--- src/rtl/pipeline_hazard_ctrl.sv ---
// Stall/flush sequencer for the 5-stage RV32I pipeline: load-use bubbles, branch squash, memory-wait freeze.
// Optional build macro HAZARD_PERF_CNT_EN adds saturating stall/flush/memwait cycle counters.
module pipeline_hazard_ctrl #(
  parameter int FLUSH_CYCLES = 1,
  parameter int TIMEOUT      = 255
) (
  input  logic        clk,
  input  logic        rst,
  input  logic [4:0]  IF_ID_Rs1,
  input  logic [4:0]  IF_ID_Rs2,
  input  logic [4:0]  ID_EX_Rd,
  input  logic        ID_EX_MemRead,
  input  logic        branch_taken,
  input  logic        mem_req,
  input  logic        mem_ready,
  output logic        PCWrite,
  output logic        IF_ID_Write,
  output logic        ID_EX_Write,
  output logic        EX_MEM_Write,
  output logic        ID_EX_Bubble,
  output logic        IF_ID_Flush,
  output logic        ID_EX_Flush,
  output logic        MEM_WB_Bubble,
`ifdef HAZARD_PERF_CNT_EN
  output logic [31:0] stall_count,
  output logic [31:0] flush_count,
  output logic [31:0] memwait_count,
`endif
  output logic        mem_timeout
);

  typedef enum logic [1:0] {RUN, MEM_WAIT, FLUSH} state_t;

  localparam logic [2:0]  FLUSH_RELOAD = 3'(FLUSH_CYCLES - 1);
  localparam logic [15:0] TIMEOUT_VAL  = 16'(TIMEOUT);

  state_t      state, state_next;
  logic [2:0]  flush_cnt, flush_cnt_next;
  logic [15:0] wait_cnt, wait_cnt_next;
  logic        pend_flush, pend_flush_next;
  logic        timeout_next;
  logic        load_use, branch, wait_start, freeze, flush, stall;

  assign load_use   = ID_EX_MemRead && (ID_EX_Rd != 5'd0) &&
                      ((ID_EX_Rd == IF_ID_Rs1) || (ID_EX_Rd == IF_ID_Rs2));
  assign branch     = branch_taken || pend_flush;
  assign wait_start = mem_req && !mem_ready;

  always_comb begin
    state_next      = state;
    flush_cnt_next  = flush_cnt;
    wait_cnt_next   = wait_cnt;
    pend_flush_next = pend_flush;
    timeout_next    = mem_timeout;
    freeze          = 1'b0;
    flush           = 1'b0;
    stall           = 1'b0;

    case (state)
      RUN, FLUSH: begin
        if (wait_start) begin
          // A branch seen on the freeze-entry cycle is deferred, not dropped
          freeze          = 1'b1;
          state_next      = MEM_WAIT;
          wait_cnt_next   = 16'd1;
          pend_flush_next = pend_flush || branch_taken;
        end else if (branch) begin
          flush           = 1'b1;
          pend_flush_next = 1'b0;
          if (FLUSH_CYCLES > 1) begin
            state_next     = FLUSH;
            flush_cnt_next = FLUSH_RELOAD;
          end else begin
            state_next     = RUN;
            flush_cnt_next = 3'd0;
          end
        end else if (state == FLUSH) begin
          flush = 1'b1;
          if (flush_cnt <= 3'd1) begin
            state_next     = RUN;
            flush_cnt_next = 3'd0;
          end else begin
            flush_cnt_next = flush_cnt - 3'd1;
          end
        end else begin
          stall = load_use;
        end
      end
      MEM_WAIT: begin
        pend_flush_next = pend_flush || branch_taken;
        if (mem_ready) begin
          // The held load may still need its bubble once the pipe moves again
          state_next    = (flush_cnt != 3'd0) ? FLUSH : RUN;
          wait_cnt_next = 16'd0;
          stall         = load_use;
        end else begin
          freeze        = 1'b1;
          wait_cnt_next = wait_cnt + 16'd1;
        end
      end
      default: state_next = RUN;
    endcase

    // Abort a wait that has used up its cycle budget; an interrupted flush resumes
    if (state_next == MEM_WAIT && wait_cnt_next >= TIMEOUT_VAL) begin
      timeout_next  = 1'b1;
      state_next    = (flush_cnt_next != 3'd0) ? FLUSH : RUN;
      wait_cnt_next = 16'd0;
    end
  end

  always_comb begin
    PCWrite       = !freeze && !stall;
    IF_ID_Write   = !freeze && !stall;
    ID_EX_Write   = !freeze;
    EX_MEM_Write  = !freeze;
    ID_EX_Bubble  = stall;
    IF_ID_Flush   = flush;
    ID_EX_Flush   = flush;
    MEM_WB_Bubble = freeze;
    if (rst) begin
      PCWrite       = 1'b0;
      IF_ID_Write   = 1'b0;
      ID_EX_Write   = 1'b0;
      EX_MEM_Write  = 1'b0;
      ID_EX_Bubble  = 1'b1;
      IF_ID_Flush   = 1'b0;
      ID_EX_Flush   = 1'b0;
      MEM_WB_Bubble = 1'b1;
    end
  end

  always_ff @(posedge clk or posedge rst) begin
    if (rst) begin
      state       <= RUN;
      flush_cnt   <= 3'd0;
      wait_cnt    <= 16'd0;
      pend_flush  <= 1'b0;
      mem_timeout <= 1'b0;
    end else begin
      state       <= state_next;
      flush_cnt   <= flush_cnt_next;
      wait_cnt    <= wait_cnt_next;
      pend_flush  <= pend_flush_next;
      mem_timeout <= timeout_next;
    end
  end

`ifdef HAZARD_PERF_CNT_EN
  always_ff @(posedge clk or posedge rst) begin
    if (rst) begin
      stall_count   <= 32'd0;
      flush_count   <= 32'd0;
      memwait_count <= 32'd0;
    end else begin
      if (stall && stall_count != 32'hFFFF_FFFF)
        stall_count <= stall_count + 32'd1;
      if (flush && flush_count != 32'hFFFF_FFFF)
        flush_count <= flush_count + 32'd1;
      if (state == MEM_WAIT && memwait_count != 32'hFFFF_FFFF)
        memwait_count <= memwait_count + 32'd1;
    end
  end
`endif

endmodule

--- config.mk ---
export PLATFORM = sky130hd
export DESIGN_NAME = pipeline_hazard_ctrl
export DESIGN_NICKNAME = d
export VERILOG_FILES = /design/src/rtl/pipeline_hazard_ctrl.sv
export SDC_FILE = /design/constraint.sdc
export NUM_CORES = 1
export LEC_CHECK = 0
export ABC_AREA = 1
export ABC_CLOCK_PERIOD_IN_PS = 2410
export BUFFER_PORTS_ARGS = -buffer_cell sky130_fd_sc_hd__buf_2
export CAP_MARGIN = 10
export CORE_ASPECT_RATIO = 0.8
export CORE_UTILIZATION = 45
export CTS_CLUSTER_DIAMETER = 30
export DETAILED_ROUTE_END_ITERATION = 8
export PLACE_DENSITY_LB_ADDON = 0.05
export SYNTH_ARGS = -nofsm -noshare
export SYNTH_HDL_FRONTEND = slang
export SYNTH_SLANG_ARGS = --single-unit
--- constraint.sdc ---
create_clock -name clk -period 2.41 [get_ports clk]
set_input_delay 0 -clock clk [delete_from_list [all_inputs] [get_ports clk]]
set_output_delay 0 -clock clk [all_outputs]
set_load 0.02 [all_outputs]
==> results of run 1 <==
cell type report:
| type | count | area share, % |
|---|---|---|
| multi-input combinational | 202 | 51.4 |
| sequential | 23 | 26.8 |
| inverter | 49 | 8.69 |
| timing repair buffer | 31 | 7.58 |
| tap | 55 | 3.21 |
| clock buffer | 3 | 1.92 |
| clock inverter | 1 | 0.350 |
Yosys cell counts, drive strengths merged:
master  instances
a211oi          1
a21boi          6
a21oi           8
a31oi           1
buf             7
dfrtp          23
ha              4
inv            49
nand2          82
nand3          26
nand4           7
nor2           43
nor3            1
nor4            1
o211ai          1
o21ai           6
o21bai          3
o22ai           3
o41ai           1
xnor2           4
xor2            4
flip-flops by register name, indices dropped and copies added (netlist names):
| register | count |
|---|---|
| wait_cnt | 16 |
| state | 2 |
| flush_cnt | 3 |
| mem_timeout | 1 |
| pend_flush | 1 |
metrics by stage:
step | instance area [µm²] | instances | power, mW | worst slack (ps)
2_1_floorplan | 1930 | 281 | 0.587 | 686
3_3_place_gp | 2090 | 359 | 0.636 | 356
3_5_place_dp | 2090 | 359 | 0.635 | 312
4_1_cts | 2150 | 364 | 0.896 | 282
5_1_grt | 2150 | 364 | 0.938 | 91.8
6_report | 2150 | 364 | 0.885 | 269
layer usage:
layer  share of wire, %  global-route usage [%]
met5                  0                       0
met4               0.57                    3.97
met3                6.2                    3.99
met2                 40                    30.7
met1                 53                    33.2
worst register-to-register path, delay by kind of cell (launching register included):
family / cells / cell delay, ps
flip-flops: 1 / 440
AO/OA/AOI/OAI: 4 / 510
adder cells (fa/ha/maj): 1 / 220
AND/OR/NAND/NOR: 6 / 890
power groups by stage:
stage | Sequential (mW) | Combinational (mW) | Clock [mW]
CTS | 0.419 | 0.210 | 0.266
global route | 0.423 | 0.232 | 0.282
detailed placement | 0.427 | 0.208 | 0
floorplan | 0.422 | 0.165 | 0
finish | 0.419 | 0.209 | 0.256
global placement | 0.427 | 0.209 | 0
worst max path at each step:
stage,endpoint,slack (ps),cells after the start
global route,mem_timeout,90,12
detailed placement,wait_cnt[0],310,11
global placement,wait_cnt[0],360,11
floorplan,state[1],690,13
finish,wait_cnt[0],270,11
CTS,MEM_WB_Bubble,280,8
cells by family after synthesis:
| family | count (synthesis) |
|---|---|
| buf+inv | 56 |
| compound gates | 30 |
| simple gates | 160 |
| fa+ha+maj | 4 |
| flops | 23 |
| xor+xnor | 8 |
==> metrics, run 1 <==
commonest cells after routing, fill and taps aside=71 x nand2_1, 43 x inv_1, 34 x nor2_1; Final #Nets=335; critical path class=reg -> reg; switching part of the total=33.6%; post-route core utilization=54.3%; Sequential Power Share=47.4%; syn_area_per_cell=6.88 µm²; Synth area leader=dfrtp_1; CTS tree=done; hold path start=mem_ready; final worst-path cycle share=88.9%; Antenna Nets Post-Route=0; number of diodes=0; Max Cap Viol=0; switching power=0.297 mW; number of global-route vias before repair=1524; WP data arrival=2330 ps; worst-path cell chain=ha_1 > nand2_2 > nor2_4 > nand2_2 > nor2_4 > o21ai_1 > o211ai_1 > o21ai_1 > nor2_1 > nand3_2 > a21boi_0; overall routed net length=4350 µm; Yosys cell types=34; via count=1794; All-Layer GR Usage=21.3%; hold-critical path depth=3; row count=20; Fin. Hold Viols=0; clk_lat worst skew=270 ps; GPL Wtd Cong=0.839; PostCTS Resize Cnt=0; Seq/Total Area, Yosys=29.8%; IO Count=30; Post-Syn Area=1930 µm²; Synth area leaders=dfrtp_1 30%, nand2_1 14%, inv_1 8.3%; Layout area overhead=10.9%; initial core utilization=48.9%; Max IR drop VDD=0.254 mV; dpl hpwl=3410 µm; pin count of the biggest net entering global routing=24; Critical Path Fanout Max=11; Clock Path Buffers=2; XOR/XNOR Fraction of Synth Area=3.62%; Leakage=1.12 nW; Hold Crit Class=in -> reg; outcome=completed; PortBufs=29; DIE AREA=4570 µm²; reg2reg setup slack=270 ps; part of the power in combinational logic=23.7%; endpoint type of the worst setup path=flop; first-pass GRT wire length=7260 µm; clock skew=3.78 ps; # hold bufs at CTS=1; RSZ-0062 raised after global routing=no; FF-to-FF path depth=11; clk slew on worst S/H paths=90 ps; Setup crit start kind=flop; Min-Delay Endpoint=state[1]; Crit path largest cell delay=440 ps; Overflow after GRT=0; Yosys reg bits=23; Worst Tran Pin Value=615 ps; post-route setup TNS=0 ps; root buf cell=clkbuf_8; post-synthesis compound-gate area fraction=11.4%; CP Launch Point=wait_cnt[1]; Pwr per Cell Area=412 nW/µm²; pins over their slew limit=0; CORE AREA=3950 µm²; Worst slew margin=58.9%; smallest hold slack=38.6 ps; commonest non-fill, non-tap cell in the layout=nand2_1; delay-heaviest family, CP=simple AND/OR/NAND/NOR gates; adder-cell share of the synthesized area=2.59%; Final setup viols=0; Post-CTS Setup Bufs=0; post-synthesis simple-gate area fraction=39.5%; Int Pwr=0.588 mW; R2R Path Start=wait_cnt[1]; largest family of logic cells by synthesized area=simple AND/OR/NAND/NOR gates; warnings from Yosys=0; CP bufs+invs=0; clock share of power=28.9%; Clock Sinks=23; Remaining DRCs=0; top cell type's share of synthesized area=29.8%; FMAX=467 MHz; min Tclk post-route=2140 ps; routed length per instance=11.9 µm; Slowest cell on crit path=dfrtp_1; initial antenna violation count=0; H-tree levels=1; RR Endpoint=wait_cnt[0]; Die Ht=60.6 µm; Iter 0 DRT Violations=167; share of post-route cells with drive strength above 1=23.0%; flip-flop and latch area=576 µm²; Mapped Nets=306; Multi-input gate area=1100 µm²; post-synthesis mux area share=0%; Post-Synthesis Cells=281; drt pass-1 iters=4; total CTS buffers=3; Critical Path RT=2600 ps; Filler Cell Count=384; via/cell ratio=4.93; width of the die=75.3 µm
(Power assumes the default switching activity.)
==> run 2: changes to the inputs <==
==> constraint.sdc (replaced) <==
create_clock -name clk -period 2.41 [get_ports clk]
set_input_delay 0.482 -clock clk [delete_from_list [all_inputs] [get_ports clk]]
set_output_delay 0.482 -clock clk [all_outputs]
set_load 0.02 [all_outputs]
==> run 2 against run 1 <==
Die area unchanged. Combinational power up 6%. Worst setup slack worse by 47 ps. Worst hold slack better by 330 ps. Global-route usage up 1.5 points. Final cell count up 1.4%.
==> metrics, run 2 (synthesis gave the netlist of run 1 again) <==
root buf cell=clkbuf_8; Hold Crit Class=in -> async; WP data arrival=1710 ps (-620 ps); pin count of the biggest net entering global routing=24 (unchanged); GPL Wtd Cong=0.819 (-2.4%); IO Count=30 (unchanged); most flop-heavy register=wait_cnt; Worst slew margin=74.7% (+16 points); post-route core utilization=55.3% (+1.0 points); Clock Path Buffers=2 (unchanged); Critical Path RT=1930 ps (-670 ps); number of global-route vias before repair=1620 (+6.3%); total CTS buffers=3 (unchanged); commonest cells after routing, fill and taps aside=71 x nand2_1, 43 x inv_1, 34 x nor2_1; Max IR drop VDD=0.279 mV (+10%); Antenna Nets Post-Route=0 (unchanged); Final setup viols=0 (unchanged); final worst-path cycle share=90.8% (+1.9 points); PortBufs=29 (unchanged); Final #Nets=340 (+1.5%); critical path class=reg -> out; Overflow after GRT=0 (unchanged); CTS tree=done; drt pass-1 iters=4 (unchanged); RSZ-0062 raised after global routing=no; row count=20 (unchanged); RR Endpoint=wait_cnt[0]; Fin. Hold Viols=0 (unchanged); # hold bufs at CTS=0 (-1); Layout area overhead=13.0%; R2R Path Start=wait_cnt[1]; largest registers=wait_cnt: 16 flops, flush_cnt: 3 flops, state: 2 flops; All-Layer GR Usage=22.8% (+1.5 points); routed length per instance=12.1 µm (+1.6%); outcome=completed; Leakage=1.15 nW (+2.8%); overall routed net length=4480 µm (+3.0%); Setup crit start kind=flop; DIE AREA=4570 µm² (unchanged); FMAX=457 MHz (-2.1%); clk_lat worst skew=270 ps (about the same); share of post-route cells with drive strength above 1=24.5% (+1.5 points); min Tclk post-route=2190 ps (+46.7 ps); Critical Path Fanout Max=4 (-7); number of diodes=0 (unchanged); initial core utilization=48.9% (unchanged); DR top layer=met4; dpl hpwl=3510 µm (+2.9%); pins over their slew limit=0 (unchanged); via/cell ratio=4.83 (-2.0%); met3 wire length=228 µm (-15%); Pwr per Cell Area=405 nW/µm² (-1.7%); post-route setup TNS=0 ps (unchanged); width of the die=75.3 µm (unchanged); endpoint type of the worst setup path=output port; CORE AREA=3950 µm² (unchanged); met2 WL post-DR=1790 µm (+1.9%); via count=1782 (-0.67%); Iter 0 DRT Violations=78 (-53%); reg2reg setup slack=320 ps (+50 ps); Remaining DRCs=0 (unchanged); clk slew on worst S/H paths=80 ps (about the same); clock skew=2.27 ps (-1.51 ps); max FFs per register=16 (unchanged); first-pass GRT wire length=7660 µm (+5.5%); H-tree levels=1 (unchanged); Worst Tran Pin Value=376 ps (-239 ps); commonest non-fill, non-tap cell in the layout=nand2_1; initial antenna violation count=0 (unchanged); total power=0.886 mW (+0.10%); FF-to-FF path depth=11 (unchanged); met1 WL=2410 µm (+4.9%); Die Ht=60.6 µm (unchanged); Max Cap Viol=0 (unchanged); Clock Sinks=23 (unchanged)
[run 2: changes by cell type in the layout (fill, tap and decap cells not counted), sizes merged]
cell	previous run	this run
clkinv	0	1
clkinvlp	1	0
buf	30	36
dlygate4sd3	1	0
[run 2: worst max-delay path, cell delays in order, from the launching register on]
cell and delay [ps]:
dfrtp_1 430, inv_1 130, nand2_4 80, inv_1 110, nand2_1 90, o22ai_1 170
nand4_1 110, nand2_1 100, nor2_1 50, buf_2 170
[run 2: metal layers]
metal  up-vias  GRT usage (%)
li1        943              -
met1       793           34.5
met2        41           33.2
met3         5           4.15
met4         0           6.35
met5         -              0
[run 2: how the worst max path moves through the flow]
stage,startpoint,to,slack (ps)
3_3_place_gp,mem_ready,MEM_WB_Bubble,280
3_5_place_dp,mem_ready,wait_cnt[0],270
6_report,state[0],PCWrite,220
2_1_floorplan,rst,PCWrite,20
5_1_grt,wait_cnt[1],wait_cnt[0],20
4_1_cts,state[1],MEM_WB_Bubble,50
[run 2: what timing repair did]
action | in CTS | in global routing
endpoints found under the hold margin | 0 | 0
buffers inserted | 0 | 4
setup endpoints to repair | 0 | 6
resized for setup | 0 | 1
[run 2: metrics by stage]
| step | hold slack, ps | setup WS [ps] | area, µm² | cells |
|---|---|---|---|---|
| after floorplan | 492 | 15.2 | 1930 | 281 |
| after global placement | 454 | 278 | 2100 | 361 |
| after detailed placement | 469 | 273 | 2100 | 361 |
| after CTS | 357 | 52.1 | 2150 | 365 |
| after global routing | 384 | 15.6 | 2190 | 369 |
| final | 373 | 222 | 2190 | 369 |
[run 2: power by group]
part | total [mW] | switching (mW) | internal (mW)
Combinational | 0.222 | 0.143 | 0.0793
Clock | 0.243 | 0.127 | 0.116
Sequential | 0.420 | 0.0198 | 0.400
[run 2: final cells by class]
class / instances / area (µm²)
multi-input cells: 202 / 1110
clock buffers: 3 / 41.3
repair buffers: 36 / 198
well taps: 55 / 68.8
flip-flops and latches: 23 / 576
fillers: 424 / 1770
clock inverters: 1 / 5.00
inverters: 49 / 186
